[config.mk]
export PLATFORM = sky130hd
export DESIGN_NAME = cordic_engine
export DESIGN_NICKNAME = d
export VERILOG_FILES = /design/src/rtl/cordic_pkg.sv /design/src/rtl/cordic_angle_lut.sv /design/src/rtl/cordic_engine.sv
export SDC_FILE = /design/constraint.sdc
export NUM_CORES = 1
export LEC_CHECK = 0
export CORE_ASPECT_RATIO = 1.25
export CORE_UTILIZATION = 38
export DETAILED_ROUTE_END_ITERATION = 10
export GPL_TIMING_DRIVEN = 0
export PLACE_DENSITY = 0.67
export SLEW_MARGIN = 10
export SYNTH_ARGS = -nofsm -noshare
export SYNTH_HDL_FRONTEND = slang
export SYNTH_SLANG_ARGS = --single-unit
[constraint.sdc]
create_clock -name clk -period 6.7 [get_ports clk]
set_input_delay 2.01 -clock clk [delete_from_list [all_inputs] [get_ports clk]]
set_output_delay 2.01 -clock clk [all_outputs]
set_load 0.05 [all_outputs]
[src/rtl/cordic_pkg.sv]
// rtl/cordic_pkg.sv - shared encodings and elaboration-time constants for the CORDIC engine
package cordic_pkg;

    localparam logic [1:0] MODE_CIRC = 2'd0;
    localparam logic [1:0] MODE_LIN  = 2'd1;
    localparam logic [1:0] MODE_HYP  = 2'd2;
    localparam logic [1:0] MODE_BAD  = 2'd3;

    localparam logic [1:0] ST_IDLE = 2'd0;
    localparam logic [1:0] ST_PRE  = 2'd1;
    localparam logic [1:0] ST_ITER = 2'd2;
    localparam logic [1:0] ST_DONE = 2'd3;

    localparam int  IDX_W   = 6;
    localparam real PI_REAL = 3.14159265358979323846;

    function automatic real pow2(input int e);
        real r;
        r = 1.0;
        if (e >= 0) begin
            for (int k = 0; k < e; k++) r = r * 2.0;
        end else begin
            for (int k = 0; k < -e; k++) r = r * 0.5;
        end
        return r;
    endfunction

    function automatic int scale(input real v, input int frac);
        real s;
        s = v * pow2(frac);
        return (s >= 0.0) ? $rtoi(s + 0.5) : -$rtoi(-s + 0.5);
    endfunction

    // Hyperbolic convergence requires these indices to run twice.
    function automatic bit is_hyp_repeat(input int i);
        return (i == 4) || (i == 13) || (i == 40);
    endfunction

    function automatic int kc_inv_scaled(input int iters, input int frac);
        real p;
        p = 1.0;
        for (int i = 0; i < iters; i++) p = p / $sqrt(1.0 + pow2(-2 * i));
        return scale(p, frac);
    endfunction

    function automatic int kh_inv_scaled(input int iters, input int frac);
        real p;
        p = 1.0;
        for (int i = 1; i < iters; i++) begin
            p = p / $sqrt(1.0 - pow2(-2 * i));
            if (is_hyp_repeat(i)) p = p / $sqrt(1.0 - pow2(-2 * i));
        end
        return scale(p, frac);
    endfunction

    function automatic int pi_scaled(input int frac);
        return scale(PI_REAL, frac);
    endfunction

    function automatic int half_pi_scaled(input int frac);
        return scale(PI_REAL / 2.0, frac);
    endfunction

    function automatic int angle_scaled(input logic [1:0] m, input int i, input int frac);
        real v;
        v = 0.0;
        if (m == MODE_CIRC)
            v = $atan(pow2(-i));
        else if (m == MODE_LIN)
            v = pow2(-i);
        else if (m == MODE_HYP && i > 0)
            v = $atanh(pow2(-i));
        return scale(v, frac);
    endfunction

endpackage

[src/rtl/cordic_angle_lut.sv]
// rtl/cordic_angle_lut.sv - per-iteration elementary angle table for all three coordinate systems
module cordic_angle_lut
    import cordic_pkg::*;
#(
    parameter int WIDTH      = 16,
    parameter int FRAC       = 13,
    parameter int ITERATIONS = 16,
    parameter int GUARD      = 2
) (
    input  logic [1:0]                     mode,
    input  logic [IDX_W-1:0]               idx,
    output logic signed [WIDTH+GUARD-1:0]  angle
);

    localparam int IW = WIDTH + GUARD;

    logic signed [IW-1:0] tab_c [ITERATIONS];
    logic signed [IW-1:0] tab_l [ITERATIONS];
    logic signed [IW-1:0] tab_h [ITERATIONS];

    for (genvar g = 0; g < ITERATIONS; g++) begin : g_tab
        assign tab_c[g] = IW'(angle_scaled(MODE_CIRC, g, FRAC));
        assign tab_l[g] = IW'(angle_scaled(MODE_LIN, g, FRAC));
        assign tab_h[g] = IW'(angle_scaled(MODE_HYP, g, FRAC));
    end

    always_comb begin
        angle = '0;
        for (int k = 0; k < ITERATIONS; k++) begin
            if (idx == IDX_W'(k)) begin
                case (mode)
                    MODE_CIRC: angle = tab_c[k];
                    MODE_LIN:  angle = tab_l[k];
                    MODE_HYP:  angle = tab_h[k];
                    default:   angle = '0;
                endcase
            end
        end
    end

endmodule

[src/rtl/cordic_engine.sv]
// rtl/cordic_engine.sv - handshaked multi-mode CORDIC with one shared microrotation datapath
module cordic_engine
    import cordic_pkg::*;
#(
    parameter int WIDTH      = 16,
    parameter int FRAC       = 13,
    parameter int ITERATIONS = 16,
    parameter int GUARD      = 2
) (
    input  logic             clk,
    input  logic             rst_n,
    input  logic             in_valid,
    output logic             in_ready,
    input  logic [1:0]       mode,
    input  logic             is_rotating,
    input  logic [WIDTH-1:0] a,
    input  logic [WIDTH-1:0] b,
    output logic             out_valid,
    input  logic             out_ready,
    output logic [WIDTH-1:0] out1,
    output logic [WIDTH-1:0] out2,
    output logic             out_err,
    output logic             done
);

    localparam int IW = WIDTH + GUARD;

    localparam logic signed [IW-1:0] KC_INV  = IW'(kc_inv_scaled(ITERATIONS, FRAC));
    localparam logic signed [IW-1:0] KH_INV  = IW'(kh_inv_scaled(ITERATIONS, FRAC));
    localparam logic signed [IW-1:0] PI      = IW'(pi_scaled(FRAC));
    localparam logic signed [IW-1:0] HALF_PI = IW'(half_pi_scaled(FRAC));
    localparam logic signed [IW-1:0] SAT_MAX = IW'((1 << (WIDTH - 1)) - 1);
    localparam logic signed [IW-1:0] SAT_MIN = IW'(-(1 << (WIDTH - 1)));
    localparam logic [IDX_W-1:0]     LAST_IDX  = IDX_W'(ITERATIONS - 1);
    localparam logic [IDX_W-1:0]     MAX_SHIFT = IDX_W'(IW - 1);

    logic [1:0]              state;
    logic [1:0]              mode_r;
    logic                    rot_r;
    logic signed [WIDTH-1:0] a_r;
    logic signed [WIDTH-1:0] b_r;
    logic signed [IW-1:0]    x;
    logic signed [IW-1:0]    y;
    logic signed [IW-1:0]    z;
    logic [IDX_W-1:0]        idx;
    logic                    rep_done;
    logic                    err_r;

    logic signed [IW-1:0]    a_ext;
    logic signed [IW-1:0]    b_ext;
    logic signed [IW-1:0]    abs_a;
    logic signed [IW-1:0]    abs_b;
    logic signed [IW-1:0]    pre_x;
    logic signed [IW-1:0]    pre_y;
    logic signed [IW-1:0]    pre_z;
    logic [IDX_W-1:0]        pre_idx;
    logic                    pre_err;

    logic [IDX_W-1:0]        sh;
    logic signed [IW-1:0]    xs;
    logic signed [IW-1:0]    ys;
    logic signed [IW-1:0]    e;
    logic                    sigma_neg;
    logic signed [IW-1:0]    x_n;
    logic signed [IW-1:0]    y_n;
    logic signed [IW-1:0]    z_n;
    logic                    repeat_now;
    logic signed [IW-1:0]    sel1;
    logic signed [IW-1:0]    sel2;

    function automatic logic [WIDTH-1:0] sat(input logic signed [IW-1:0] v);
        if (v > SAT_MAX)
            return {1'b0, {(WIDTH-1){1'b1}}};
        else if (v < SAT_MIN)
            return {1'b1, {(WIDTH-1){1'b0}}};
        else
            return v[WIDTH-1:0];
    endfunction

    assign in_ready = (state == ST_IDLE);
    assign a_ext    = {{GUARD{a_r[WIDTH-1]}}, a_r};
    assign b_ext    = {{GUARD{b_r[WIDTH-1]}}, b_r};
    assign abs_a    = a_ext[IW-1] ? -a_ext : a_ext;
    assign abs_b    = b_ext[IW-1] ? -b_ext : b_ext;

    cordic_angle_lut #(
        .WIDTH      (WIDTH),
        .FRAC       (FRAC),
        .ITERATIONS (ITERATIONS),
        .GUARD      (GUARD)
    ) u_lut (
        .mode  (mode_r),
        .idx   (idx),
        .angle (e)
    );

    // Circular rotation folds the outer quadrants onto +/-pi/2 by negating x.
    always_comb begin
        pre_x   = '0;
        pre_y   = '0;
        pre_z   = '0;
        pre_idx = '0;
        pre_err = 1'b0;
        case (mode_r)
            MODE_CIRC: begin
                if (rot_r) begin
                    pre_x = KC_INV;
                    pre_z = a_ext;
                    if (a_ext > HALF_PI) begin
                        pre_x = -KC_INV;
                        pre_z = a_ext - PI;
                    end else if (a_ext < -HALF_PI) begin
                        pre_x = -KC_INV;
                        pre_z = a_ext + PI;
                    end
                end else if (a_ext < 0) begin
                    pre_x = -a_ext;
                    pre_y = -b_ext;
                    pre_z = b_ext[IW-1] ? -PI : PI;
                end else begin
                    pre_x = a_ext;
                    pre_y = b_ext;
                end
            end
            MODE_LIN: begin
                pre_x = a_ext;
                if (rot_r)
                    pre_z = b_ext;
                else
                    pre_y = b_ext;
            end
            MODE_HYP: begin
                pre_idx = IDX_W'(1);
                if (rot_r) begin
                    pre_x = KH_INV;
                    pre_z = a_ext;
                end else begin
                    pre_x   = a_ext;
                    pre_y   = b_ext;
                    pre_err = (abs_b >= abs_a) || (a_ext <= 0);
                end
            end
            default: ;
        endcase
    end

    always_comb begin
        sh         = (idx > MAX_SHIFT) ? MAX_SHIFT : idx;
        xs         = x >>> sh;
        ys         = y >>> sh;
        sigma_neg  = rot_r ? z[IW-1] : ~y[IW-1];
        y_n        = sigma_neg ? (y - xs) : (y + xs);
        z_n        = sigma_neg ? (z + e) : (z - e);
        repeat_now = (mode_r == MODE_HYP) && !rep_done && is_hyp_repeat(int'(idx));
        case (mode_r)
            MODE_CIRC: x_n = sigma_neg ? (x + ys) : (x - ys);
            MODE_HYP:  x_n = sigma_neg ? (x - ys) : (x + ys);
            default:   x_n = x;
        endcase
    end

    always_comb begin
        sel1 = '0;
        sel2 = '0;
        case (mode_r)
            MODE_CIRC, MODE_HYP: begin
                sel1 = x;
                sel2 = rot_r ? y : z;
            end
            MODE_LIN: begin
                sel1 = rot_r ? y : z;
                sel2 = rot_r ? z : y;
            end
            default: ;
        endcase
    end

    always_ff @(posedge clk or negedge rst_n) begin
        if (!rst_n) begin
            state     <= ST_IDLE;
            mode_r    <= '0;
            rot_r     <= 1'b0;
            a_r       <= '0;
            b_r       <= '0;
            x         <= '0;
            y         <= '0;
            z         <= '0;
            idx       <= '0;
            rep_done  <= 1'b0;
            err_r     <= 1'b0;
            out_valid <= 1'b0;
            out1      <= '0;
            out2      <= '0;
            out_err   <= 1'b0;
            done      <= 1'b0;
        end else begin
            done <= 1'b0;
            case (state)
                ST_IDLE: begin
                    if (in_valid) begin
                        mode_r <= mode;
                        rot_r  <= is_rotating;
                        a_r    <= a;
                        b_r    <= b;
                        err_r  <= (mode == MODE_BAD);
                        state  <= (mode == MODE_BAD) ? ST_DONE : ST_PRE;
                    end
                end
                ST_PRE: begin
                    x        <= pre_x;
                    y        <= pre_y;
                    z        <= pre_z;
                    idx      <= pre_idx;
                    rep_done <= 1'b0;
                    err_r    <= pre_err;
                    state    <= ST_ITER;
                end
                ST_ITER: begin
                    x <= x_n;
                    y <= y_n;
                    z <= z_n;
                    if (repeat_now) begin
                        rep_done <= 1'b1;
                    end else begin
                        rep_done <= 1'b0;
                        idx      <= idx + 1'b1;
                        if (idx == LAST_IDX)
                            state <= ST_DONE;
                    end
                end
                ST_DONE: begin
                    // First DONE cycle publishes; afterwards hold until consumed.
                    if (!out_valid) begin
                        out1      <= sat(sel1);
                        out2      <= sat(sel2);
                        out_err   <= err_r;
                        out_valid <= 1'b1;
                        done      <= 1'b1;
                    end else if (out_ready) begin
                        out_valid <= 1'b0;
                        state     <= ST_IDLE;
                    end
                end
                default: state <= ST_IDLE;
            endcase
        end
    end

endmodule

==> results.json <==
{
  "ios": 75,
  "n_antenna_cell": 0,
  "grt_overflow": 0,
  "cts-root-buf": "clkbuf_16",
  "clock_path_buffers": 2,
  "cp_max_fo": 8,
  "clk_pin_slew_worst_paths_ns": 0.06,
  "area_growth_pct": 14.7,
  "antenna_left": 0,
  "holdCritPathClass": "reg2reg",
  "finalHoldViolations": 0,
  "die_width_um": 180,
  "ys_warn_count": 0,
  "rrSetupSlack_ns": 0.35,
  "clk_latency_ns": 0.46,
  "dieArea_mm2": 0.0406,
  "crit_required_ns": 7.01,
  "ys_ff_latch": 134,
  "fill_cells": 3896,
  "layout.nets": 2231,
  "worstPathArrival_ns": 6.66,
  "top_layer_used": "met4",
  "dr_total_vias": 16200,
  "grt_setup_unrepaired": "no",
  "min_period_ns": 6.35,
  "start_util_pct": 38.6,
  "core.rowCount": 81,
  "multi_input_area_mm2": 0.0110,
  "synth-edff-count": 0,
  "synth_cells": 1976,
  "setup.worst_path.class": "reg2reg",
  "drv_cap": 0,
  "wl_met2_mm": 29.0,
  "cp-start-kind": "register",
  "ctsHoldBuffers": 0,
  "h-tree-depth": 4,
  "drt_first_pass_iters": 6,
  "synth.cell_area_mm2": 0.0151,
  "coreArea_mm2": 0.0392,
  "grt_max_degree": 89,
  "final_layout_size_suffix_gt1_share_pct": 7.75,
  "synth_async_sr_flop_share_pct": 100,
  "ys_seq_area_share_pct": 22.2,
  "max_freq_ghz": 0.157,
  "yosys.cell_types.count": 92,
  "setup_viol": 0,
  "drc_errors": 0,
  "grt_pass1_wl_mm": 95.2,
  "cp-end-kind": "register",
  "timing.final.crit_share_pct": 94.8,
  "clock_skew_ns": 0.0104,
  "relSlewSlack_pct": 12.6,
  "routed_wl_mm": 63.1,
  "wl_met1_mm": 24.9,
  "via_per_inst": 6.27,
  "final_cells": 2588,
  "drt-initial-drc-count": 1639,
  "slew_violations": 0,
  "met3_length_mm": 4.52,
  "place_hpwl_mm": 49.6,
  "cts_tree": "done",
  "status": "completed",
  "synth_area_per_cell_um2": 7.65,
  "grt_pass1_vias": 15600,
  "die_h_um": 225,
  "synth_flop_cell": "dfrtp_1",
  "placed_cells": 2551,
  "antenna_found_initial": 0,
  "wl_per_cell_um": 24.4,
  "seq_area_mm2": 0.00335,
  "numCtsBuffers": 17,
  "cts.sinks": 134,
  "io_buffers": 74,
  "gp_congestion": 1.02,
  "grt_usage_pct": 31.0,
  "worstMarginPinSlew_ns": 1.27
}
[final cells by class]
type / count / share of cell area [%]
multi-input cells: 1625 / 63.4
inverters: 74 / 1.60
clock inverters: 13 / 1.41
well taps: 498 / 3.59
clock buffers: 18 / 2.53
plain buffers: 144 / 3.43
flip-flops and latches: 134 / 19.3
repair buffers: 82 / 4.74
[metal layers]
layer / vias up / GRT usage, %
met5: - / 0
met4: 0 / 21.3
met3: 218 / 5.17
met2: 836 / 51.1
met1: 7747 / 36.9
li1: 7419 / -
[registers in the layout, summed over array words and instances (netlist names), 2 cells and up]
name / cells
z: 18
idx: 6
state: 2
x: 18
a_r: 16
y: 18
b_r: 16
mode_r: 2
out2: 16
out1: 16
[per-stage QoR]
stage                     worst slack, ns  util, %  TNS (ns)  instance area, um^2  hold slack (ns)
after CTS                         -0.0240     44.0   -0.0240                17200            0.490
after floorplan                     0.897        -         0                15100            0.454
after global routing               0.0209     44.2         0                17300            0.530
final                               0.347     44.2         0                17300            0.490
after detailed placement           -0.305     42.2    -0.861                16500            0.474
after global placement              -1.86     42.0   -247.27                16500            0.469
[cell families (layout without fill, tap and decap cells)]
group,Yosys count,after routing,share of synthesized area (%)
AO/OA/AOI/OAI,647,647,28.6
other,1,2,0.0248
buffers and inverters,219,331,5.72
AND/OR/NAND/NOR,636,637,19.2
flip-flops,134,134,22.2
multiplexers,109,109,7.98
XOR/XNOR,116,116,6.72
adder cells (fa/ha/maj),114,114,9.63
[Yosys cell counts (37+ instances only)]
library cell / number / share of area (%)
nand3_1: 48 / 1.6
xor2_1: 37 / 2.1
clkbuf_1: 119 / 3.0
o21ai_0: 124 / 4.1
xnor2_1: 79 / 4.6
ha_1: 110 / 9.1
a21oi_1: 164 / 5.4
nor3_1: 51 / 1.7
nand2_1: 208 / 5.2
mux2i_1: 44 / 2.9
dfrtp_1: 134 / 22
nor2_1: 197 / 4.9
mux2_2: 62 / 4.6
inv_1: 70 / 1.7
a22oi_1: 49 / 2.4
[critical path: stages (launching register included)]
cell and delay (ns):
dfrtp_1 0.43, clkbuf_2 0.20, inv_1 0.28, ha_2 0.35
nor2_4 0.09, o21a_4 0.24, o211ai_1 0.49, mux2_2 0.26
mux2_2 0.19, o22ai_1 0.09, nor2_1 0.30, inv_2 0.11
ha_1 0.28, a21oi_1 0.11, fa_1 0.47, a21o_1 0.18
a21oi_1 0.24, o21bai_1 0.09, a21o_1 0.20, a21oi_1 0.20
o21ai_0 0.15, o41ai_1 0.57, o21ai_0 0.23, xor2_1 0.18
a22oi_1 0.19, a21oi_1 0.09
[worst paths after layout]
check / startpoint / cells past startpoint / end
min in group asynchronous: rst_n / 1 / out1[10]$_DFFE_PN0P_
min: rep_done$_DFFE_PN0P_ / 2 / rep_done$_DFFE_PN0P_
max reg2reg: idx[1]$_DFFE_PN0P_ / 25 / y[16]$_DFFE_PN0P_
max in group asynchronous: rst_n / 2 / a_r[9]$_DFFE_PN0P_
max: idx[1]$_DFFE_PN0P_ / 25 / y[16]$_DFFE_PN0P_
min reg2reg: rep_done$_DFFE_PN0P_ / 2 / rep_done$_DFFE_PN0P_
[placed cells by master (no fill, tap or decap), types with 10 or more instances in the layout]
master,count
o21bai_1,10
clkbuf_1,114
clkbuf_16,17
mux2_2,62
and3_1,17
o211ai_1,28
xnor2_1,79
o31ai_1,10
ha_1,108
nand2b_1,19
o22a_1,34
mux2i_1,43
xor2_1,37
nor2_1,195
or3_1,18
o21ai_0,120
inv_1,70
a21o_1,36
nand4_1,12
a21oi_1,163
a221oi_1,18
buf_1,16
clkdlybuf4s50_1,73
dfrtp_1,134
o21a_1,13
a22oi_1,49
a211oi_1,15
nand2_1,208
nor2b_1,14
nor3_1,50
o22ai_1,11
nand3_1,48
a31oi_1,25
a22o_1,10
[timing repair]
action | in CTS | in global routing
setup buffers | 1 | 5
endpoints found under the hold margin | 0 | 0
gates cloned | 0 | 1
resized for setup | 6 | 27
endpoints found under the setup margin | 9 | 17
pin swaps | 1 | 8
Power is left out: the tool's default activity adds up to more than one toggle a clock period on the data nets, which glitch-free logic cannot reach.
